File: config.mk
export PLATFORM = sky130hd
export DESIGN_NAME = seq_alu
export DESIGN_NICKNAME = d
export VERILOG_FILES = /design/src/rtl/alu_pkg.sv /design/src/rtl/alu_mul_seq.sv /design/src/rtl/seq_alu.sv
export SDC_FILE = /design/constraint.sdc
export NUM_CORES = 1
export LEC_CHECK = 0
export ABC_AREA = 1
export ABC_CLOCK_PERIOD_IN_PS = 1500
export CAP_MARGIN = 5
export CELL_PAD_IN_SITES_DETAIL_PLACEMENT = 0
export CELL_PAD_IN_SITES_GLOBAL_PLACEMENT = 2
export CORE_ASPECT_RATIO = 0.9
export CORE_UTILIZATION = 27
export CTS_BUF_LIST = sky130_fd_sc_hd__clkbuf_16
export DETAILED_ROUTE_END_ITERATION = 16
export PLACE_DENSITY_LB_ADDON = 0.12
export SYNTH_ARGS = -nofsm -noshare
export SYNTH_HDL_FRONTEND = slang
export SYNTH_SLANG_ARGS = --single-unit
File: constraint.sdc
create_clock -name clk -period 1.5 [get_ports clk]
set_clock_uncertainty 0.05 [all_clocks]
set_input_delay 0.225 -clock clk [delete_from_list [all_inputs] [get_ports clk]]
set_output_delay 0.225 -clock clk [all_outputs]
set_load 0.02 [all_outputs]
File: src/rtl/alu_pkg.sv
// Shared types for seq_alu: opcodes, FSM states and the bit positions inside the flags bus.
package alu_pkg;

    typedef enum logic [2:0] {
        OP_ADD = 3'b000,
        OP_SUB = 3'b001,
        OP_AND = 3'b010,
        OP_OR  = 3'b011,
        OP_XOR = 3'b100,
        OP_SLT = 3'b101,
        OP_SHL = 3'b110,
        OP_MUL = 3'b111
    } opcode_e;

    typedef enum logic [1:0] {
        IDLE = 2'd0,
        MUL  = 2'd1,
        DONE = 2'd2
    } state_e;

    localparam int FLAG_W   = 4;
    localparam int FLAG_NEG = 3;
    localparam int FLAG_Z   = 2;
    localparam int FLAG_C   = 1;
    localparam int FLAG_V   = 0;

endpackage

File: src/rtl/alu_mul_seq.sv
// Sequential shift-add multiplier: one partial-product step per cycle, N steps per operation.
// Only instantiated when SEQ_ALU_MUL_EN is defined.
module alu_mul_seq #(
    parameter int N = 8
) (
    input  logic             clk,
    input  logic             rst_n,
    input  logic             start,
    input  logic [N-1:0]     a,
    input  logic [N-1:0]     b,
    output logic             done,
    output logic [2*N-1:0]   product
);

    localparam int CW = $clog2(N);

    logic [2*N-1:0] acc_q, acc_d;
    logic [2*N-1:0] mcand_q, mcand_d;
    logic [N-1:0]   mplier_q, mplier_d;
    logic [CW-1:0]  cnt_q, cnt_d;
    logic           busy_q, busy_d;
    logic [2*N-1:0] acc_step;

    // done marks the cycle whose edge retires the last step, so product already includes it
    assign done    = busy_q && (cnt_q == CW'(N - 1));
    assign product = acc_step;

    always_comb begin
        acc_step = acc_q + (mplier_q[0] ? mcand_q : '0);
        acc_d    = acc_q;
        mcand_d  = mcand_q;
        mplier_d = mplier_q;
        cnt_d    = cnt_q;
        busy_d   = busy_q;
        if (start) begin
            acc_d    = '0;
            mcand_d  = {{N{1'b0}}, a};
            mplier_d = b;
            cnt_d    = '0;
            busy_d   = 1'b1;
        end else if (busy_q) begin
            acc_d    = acc_step;
            mcand_d  = mcand_q << 1;
            mplier_d = mplier_q >> 1;
            cnt_d    = cnt_q + 1'b1;
            busy_d   = !done;
        end
    end

    always_ff @(posedge clk or negedge rst_n) begin
        if (!rst_n) begin
            acc_q    <= '0;
            mcand_q  <= '0;
            mplier_q <= '0;
            cnt_q    <= '0;
            busy_q   <= 1'b0;
        end else begin
            acc_q    <= acc_d;
            mcand_q  <= mcand_d;
            mplier_q <= mplier_d;
            cnt_q    <= cnt_d;
            busy_q   <= busy_d;
        end
    end

endmodule

File: src/rtl/seq_alu.sv
// Handshaked ALU with registered result/flags; single-cycle ops plus an optional
// multi-cycle MUL compiled in with SEQ_ALU_MUL_EN.
module seq_alu
    import alu_pkg::*;
#(
    parameter int N = 8
) (
    input  logic              clk,
    input  logic              rst_n,
    input  logic              in_valid,
    output logic              in_ready,
    input  logic [N-1:0]      a,
    input  logic [N-1:0]      b,
    input  logic [2:0]        op,
    output logic              out_valid,
    input  logic              out_ready,
    output logic [N-1:0]      result,
    output logic [FLAG_W-1:0] flags,
    output logic              err
);

    localparam int SW = $clog2(N);

    state_e              state_q, state_d;
    logic [N-1:0]        result_q, result_d;
    logic [FLAG_W-1:0]   flags_q, flags_d;
    logic                err_q, err_d;

    opcode_e             op_e;
    logic                accept;
    logic [N:0]          sum, diff, shl_w;
    logic [N-1:0]        alu_res;
    logic                alu_c, alu_v, alu_err;

    function automatic logic [FLAG_W-1:0] make_flags(input logic [N-1:0] r,
                                                     input logic c, input logic v);
        logic [FLAG_W-1:0] f;
        f           = '0;
        f[FLAG_NEG] = r[N-1];
        f[FLAG_Z]   = (r == '0);
        f[FLAG_C]   = c;
        f[FLAG_V]   = v;
        return f;
    endfunction

    assign op_e      = opcode_e'(op);
    assign in_ready  = (state_q == IDLE) || ((state_q == DONE) && out_ready);
    assign accept    = in_valid && in_ready;
    assign out_valid = (state_q == DONE);
    assign result    = result_q;
    assign flags     = flags_q;
    assign err       = err_q;

`ifdef SEQ_ALU_MUL_EN
    logic           mul_start;
    logic           mul_done;
    logic [2*N-1:0] mul_product;

    alu_mul_seq #(.N(N)) u_mul (
        .clk     (clk),
        .rst_n   (rst_n),
        .start   (mul_start),
        .a       (a),
        .b       (b),
        .done    (mul_done),
        .product (mul_product)
    );
`endif

    // NOTE: every output of a combinational block gets a default first so no path infers a latch.
    always_comb begin
        sum     = {1'b0, a} + {1'b0, b};
        diff    = {1'b0, a} + {1'b0, ~b} + {{N{1'b0}}, 1'b1};
        // bit N of the widened shift is the last bit pushed out of the top (0 when amount is 0)
        shl_w   = {1'b0, a} << b[SW-1:0];
        alu_res = '0;
        alu_c   = 1'b0;
        alu_v   = 1'b0;
        alu_err = 1'b0;
        case (op_e)
            OP_ADD: begin
                alu_res = sum[N-1:0];
                alu_c   = sum[N];
                alu_v   = (a[N-1] == b[N-1]) && (sum[N-1] != a[N-1]);
            end
            OP_SUB: begin
                alu_res = diff[N-1:0];
                alu_c   = diff[N];
                alu_v   = (a[N-1] != b[N-1]) && (diff[N-1] != a[N-1]);
            end
            OP_AND:  alu_res = a & b;
            OP_OR:   alu_res = a | b;
            OP_XOR:  alu_res = a ^ b;
            OP_SLT:  alu_res = {{(N-1){1'b0}}, ($signed(a) < $signed(b))};
            OP_SHL: begin
                alu_res = shl_w[N-1:0];
                alu_c   = shl_w[N];
            end
            default: alu_err = 1'b1;
        endcase
    end

    always_comb begin
        state_d  = state_q;
        result_d = result_q;
        flags_d  = flags_q;
        err_d    = err_q;
`ifdef SEQ_ALU_MUL_EN
        mul_start = 1'b0;
`endif
        case (state_q)
            IDLE, DONE: begin
                if (state_q == DONE && out_ready) state_d = IDLE;
                if (accept) begin
`ifdef SEQ_ALU_MUL_EN
                    if (op_e == OP_MUL) begin
                        state_d   = MUL;
                        mul_start = 1'b1;
                    end else
`endif
                    begin
                        state_d  = DONE;
                        result_d = alu_res;
                        flags_d  = make_flags(alu_res, alu_c, alu_v);
                        err_d    = alu_err;
                    end
                end
            end
`ifdef SEQ_ALU_MUL_EN
            MUL: begin
                if (mul_done) begin
                    state_d  = DONE;
                    result_d = mul_product[N-1:0];
                    flags_d  = make_flags(mul_product[N-1:0], |mul_product[2*N-1:N], 1'b0);
                    err_d    = 1'b0;
                end
            end
`endif
            default: state_d = IDLE;
        endcase
    end

    // NOTE: sequential state uses non-blocking assignments so all flops update together at the edge.
    always_ff @(posedge clk or negedge rst_n) begin
        if (!rst_n) begin
            state_q  <= IDLE;
            result_q <= '0;
            flags_q  <= '0;
            err_q    <= 1'b0;
        end else begin
            state_q  <= state_d;
            result_q <= result_d;
            flags_q  <= flags_d;
            err_q    <= err_d;
        end
    end

endmodule

=== Word level (Yosys, flattened, before mapping) ===
Cells that the tools add are included.

* Flip-flop bits (word level): 15
* Output and inout bits: 15
* Word-level logic and storage cells: 43

* Add/subtract/negate cells: 3
* Order comparisons: 1
* Eq/ne operators: 12
* Shift-type cells: 1
* Mux-type cells: 7
* Bitwise operators: 4
* Reductions and logical operators: 11

{| class="wikitable"
|+ Operators by type and width
! kind !! number
|-
| $pmux 8 s7 || 1
|-
| $add 8x8->9 || 2
|-
| $add 9x1->9 const B || 1
|-
| $eq 3x3->1 const B || 3
|-
| $shl 8x3->9 || 1
|-
| $and 8x8->8 || 1
|-
| $logic_not 8->1 || 1
|-
| $lt 8x8->1 || 1
|-
| $not 8->8 || 1
|-
| $or 8x8->8 || 1
|-
| $xor 8x8->8 || 1
|-
| $reduce_or 7->1 || 1
|-
| $eq 3x2->1 const B || 2
|-
| $mux 2 || 3
|-
| $logic_and 1x1->1 || 4
|-
| $eq 3x1->1 const B || 1
|-
| $logic_not 3->1 || 1
|-
| $ne 1x1->1 || 3
|-
| $ne 3x3->1 const B || 1
|-
| $pmux 1 s3 || 1
|-
| $eq 2x2->1 const B || 1
|-
| $logic_not 2->1 || 1
|-
| $pmux 1 s2 || 1
|-
| $reduce_and 2->1 || 1
|-
| other kinds (4) || 4
|}

=== Longest topological paths before layout ===
* Depth in word-level cells: 6
* Mapped depth: 15
* Gate-level depth less buffers: 15

=== Worst setup path before layout ===
OpenSTA, ideal clock, no wires.

* Path kind: in2reg
* Start point: input port b[1]
* End point: register flags_q[2], in the netlist flags[2]
* Setup time: 0.066 ns
* Arrival time: 1.705 ns
* Slack: -0.320 ns
* Stages on the path: 15
* Path buffers: 2
* Cell sequence: buf_2 inv_1 buf_4 fa_1 inv_1 nand2_1 nand2_1 nor2_1 nor2_1 nand3_1 nor2_1 nand2_1 nor2_1 nand3_1 nand2_1

* Cells in the longest elaborated chain, start to end: 5

{| class="wikitable"
|+ RTL lines
! element !! RTL line !! RTL
|-
| start: declaration || seq_alu.sv:13 || <nowiki>input logic [N-1:0] b,</nowiki>
|-
| $not 8->8 || seq_alu.sv:73 || <nowiki>diff = {1'b0, a} + {1'b0, ~b} + {{N{1'b0}}, 1'b1};</nowiki>
|-
| $add 8x8->9 || seq_alu.sv:73 ||
|-
| $add 9x1->9 || seq_alu.sv:73 ||
|-
| $pmux 8 s7 (*) || seq_alu.sv:80 || <nowiki>case (op_e)</nowiki>
|-
| $logic_not 8->1 (*) || seq_alu.sv:40 || <nowiki>f[FLAG_Z] = (r == '0);</nowiki>
|-
| end signal: assignment || seq_alu.sv:153 || <nowiki>flags_q <= flags_d;</nowiki>
|-
| end: declaration || seq_alu.sv:26 || <nowiki>logic [FLAG_W-1:0] flags_q, flags_d;</nowiki>
|}

Every way passes the cells marked *; elsewhere a longest branch is shown, timed or not.
A chain may end at the register's enable or synchronous reset.

=== Worst setup path after layout ===
* Start point: input port a[0]
* End point: register flags_q[2], in the netlist flags[2]

* Cells in the longest elaborated chain, start to end: 4

{| class="wikitable"
|+ RTL lines
! element !! RTL line !! RTL
|-
| start: declaration || seq_alu.sv:12 || <nowiki>input logic [N-1:0] a,</nowiki>
|-
| $add 8x8->9 || seq_alu.sv:73 ||
|-
| $add 9x1->9 || seq_alu.sv:73 ||
|-
| $pmux 8 s7 (*) || seq_alu.sv:80 ||
|-
| $logic_not 8->1 (*) || seq_alu.sv:40 ||
|}

Marks and branches as above.

==> flow_summary.ini <==
[timing]
final.setup.worst_slack_ns = -0.1085
finalHoldWorstSlack_ns = 0.2438
period_minus_slack_ns = 1.609
rsz0062_at_grt = true
hold_violations = 0
fmax_mhz = 621.7
finalCritPeriodShare_pct = 107.2
tightest_slew_ns = 0.3011
finalSetupViolations = 3
slew_viol_final = 0
slew_headroom_pct = 79.76

[worst_setup_path]
critPathLaunchType = input pin
cp-end-kind = flip-flop
r2r_start = state_q[1]$_DFFE_PN0P_
cp_max_fo = 3
reg2reg_slack_ns = 0.17
cp.required_ns = 1.63
critPathArrivalTime_ns = 1.74
worst-setup-path-type = in2reg
reg2reg_depth = 9
r2r-end = flags[2]$_DFFE_PN0P_

[synth]
syn-instance-count = 367
yosys_warnings = 0
synthArstFlopShare_pct = 100.0
ys_ff_latch = 13
syn_area_um2 = 2113
synth_cell_types = 29
synth_nets = 417
synth_ff_type = dfrtp_1
synth_edf_count = 0
ys_seq_area_share_pct = 15.39
synth.avg_cell_area_um2 = 5.758

[clock_tree]
clock-sinks = 13
cts_tree = built
cts_made_buffers = 3
htree_levels = 1
insertion_delay_ns = 0.24
clk_pin_slew_ns = 0.04
cts_root_buffer = clkbuf_16
clk_path_buf_depth = 2

[global_route]
grt-ovfl-total = 0
busiest_layer = met2
grt_max_degree = 14
grt_pass1_wl_um = 13630
grt_usage_pct = 21.54
grt_pass1_vias = 2735
met2_usage_pct = 35.26
met3_usage_pct = 1.773
use_met1_pct = 30.49
antenna_found_initial = 0

[finish]
final_common_cell = nand2_1
seq_area_um2 = 325.3
multi_input_area_um2 = 2054
drive_gt1_share_pct = 48.69
fillers = 748
utilization_pct = 52.31
final_cell_mix = nand2_1, buf_4, nand3_1
area_growth_pct = 86.74
nets = 546
num_antenna_cells = 0

[floorplan]
die_x_um = 95.26
core_area_um2 = 7545
die_h_um = 85.93
placementRows = 30
pin_count = 38
initial_core_util_pct = 28.01
die-area_um2 = 8185

[placement]
place_congestion = 0.8703
dp_hpwl_um = 6675
place_ws_ns = -0.8941
io_buffers = 37

[min_path]
worstHoldPathType = in2async

[route]
wl_per_cell_um = 14.06
drt_iter0_markers = 98
dr.pass1.iters = 5
drt-vias-per-instance = 4.709
drc_errors = 0
ant_nets = 0
drt-total-wl_um = 8309
num_vias = 2783

[pwr]
power_density_nw_per_um2 = 585.7
ir_drop_v = 0.0003054
p_leak_nw = 1.987

[run_status]
status = finished, violations left
violations = setup timing

[job]
cap_violations = 0
==> cells in the mapped netlist (2+ instances only) <==
library cell / instances / area, µm²
nand2_1: 115 / 431.7
nand3_1: 54 / 270.3
inv_1: 47 / 176.4
nor2_1: 45 / 168.9
ha_1: 25 / 312.8
dfrtp_1: 13 / 325.3
a21oi_1: 12 / 60.06
nand4_1: 8 / 50.05
o21ai_0: 7 / 35.03
buf_2: 5 / 25.02
inv_2: 5 / 18.77
buf_4: 4 / 30.03
o21ai_1: 4 / 20.02
clkbuf_1: 2 / 7.510
fa_1: 2 / 40.04
nand3_2: 2 / 20.02
nand3b_1: 2 / 15.01
nor2_2: 2 / 12.51
o211ai_1: 2 / 15.01
o21bai_1: 2 / 15.01
==> layer usage <==
layer / vias to the layer above / share of wire, % / wire length, µm
met4: 0 / 1.6 / 133
met5: - / 0 / 0
met1: 1278 / 50 / 4113
met3: 11 / 3.4 / 284
li1: 1431 / - / -
met2: 63 / 45 / 3778
==> logic make-up after synthesis <==
kind of cell             synth area share (%)
XOR/XNOR                               0.8290
flip-flops                              15.39
AO/OA/AOI/OAI                           8.171
adder cells (fa/ha/maj)                 16.70
buffers and inverters                   12.20
AND/OR/NAND/NOR                         46.71
==> worst max path at each step <==
stage	from	endpoint	slack, ns	cells after the start
finish	a[0]	flags[2]$_DFFE_PN0P_	-0.11	14
global route	a[0]	flags[2]$_DFFE_PN0P_	-0.24	16
CTS	a[0]	flags[2]$_DFFE_PN0P_	-0.19	16
detailed placement	b[5]	flags[2]$_DFFE_PN0P_	-0.89	12
global placement	b[3]	flags[2]$_DFFE_PN0P_	-0.89	13
floorplan	a[0]	flags[2]$_DFFE_PN0P_	-0.16	13
==> worst max-delay path, cell delays in order <==
cell      delay (ns)
buf_8           0.09
inv_6           0.03
buf_4           0.11
buf_4           0.12
buf_4           0.12
buf_4           0.13
ha_4            0.22
nand2_1         0.06
o211ai_1        0.10
nor2_1          0.20
nand2_2         0.09
nor2_1          0.09
nand3_1         0.08
nand2_1         0.06
==> power by group <==
| group | internal (mW) | switching (mW) | total (mW) |
|---|---|---|---|
| clock | 0.351 | 0.140 | 0.490 |
| combinational | 0.652 | 0.734 | 1.39 |
| sequential | 0.407 | 0.0278 | 0.435 |
| total | 1.41 | 0.902 | 2.31 |
==> registers in the layout, summed over array words and instances, names as in the netlist <==
name	flops
state_q	1
flags	3
err	1
result	8
==> timing repair <==
action                                  in CTS  in global routing
pin swaps                                   63                 40
setup buffers                               16                  6
hold buffers                                 0                  0
endpoints found under the setup margin      12                 15
resized for setup                          174                 67
==> final cells by class <==
type,instances,area share (%)
clock buffers,3,1.902
clock inverters,1,0.09512
inverters,52,5.644
multi-input cells,291,52.06
flip-flops and latches,13,8.244
well taps,96,3.044
repair buffers,135,29.01
==> per-stage QoR <==
step	instances	instance area [µm²]	TNS, ns	power (mW)
2_1_floorplan	367	2147	-0.4063	0.9863
3_3_place_gp	566	3139	-8.481	1.530
3_5_place_dp	566	3139	-8.601	1.532
4_1_cts	585	3744	-0.2932	2.233
5_1_grt	591	3946	-0.7820	2.473
6_report	591	3946	-0.1675	2.311
Note: power is estimated with default switching activity, not from simulation.
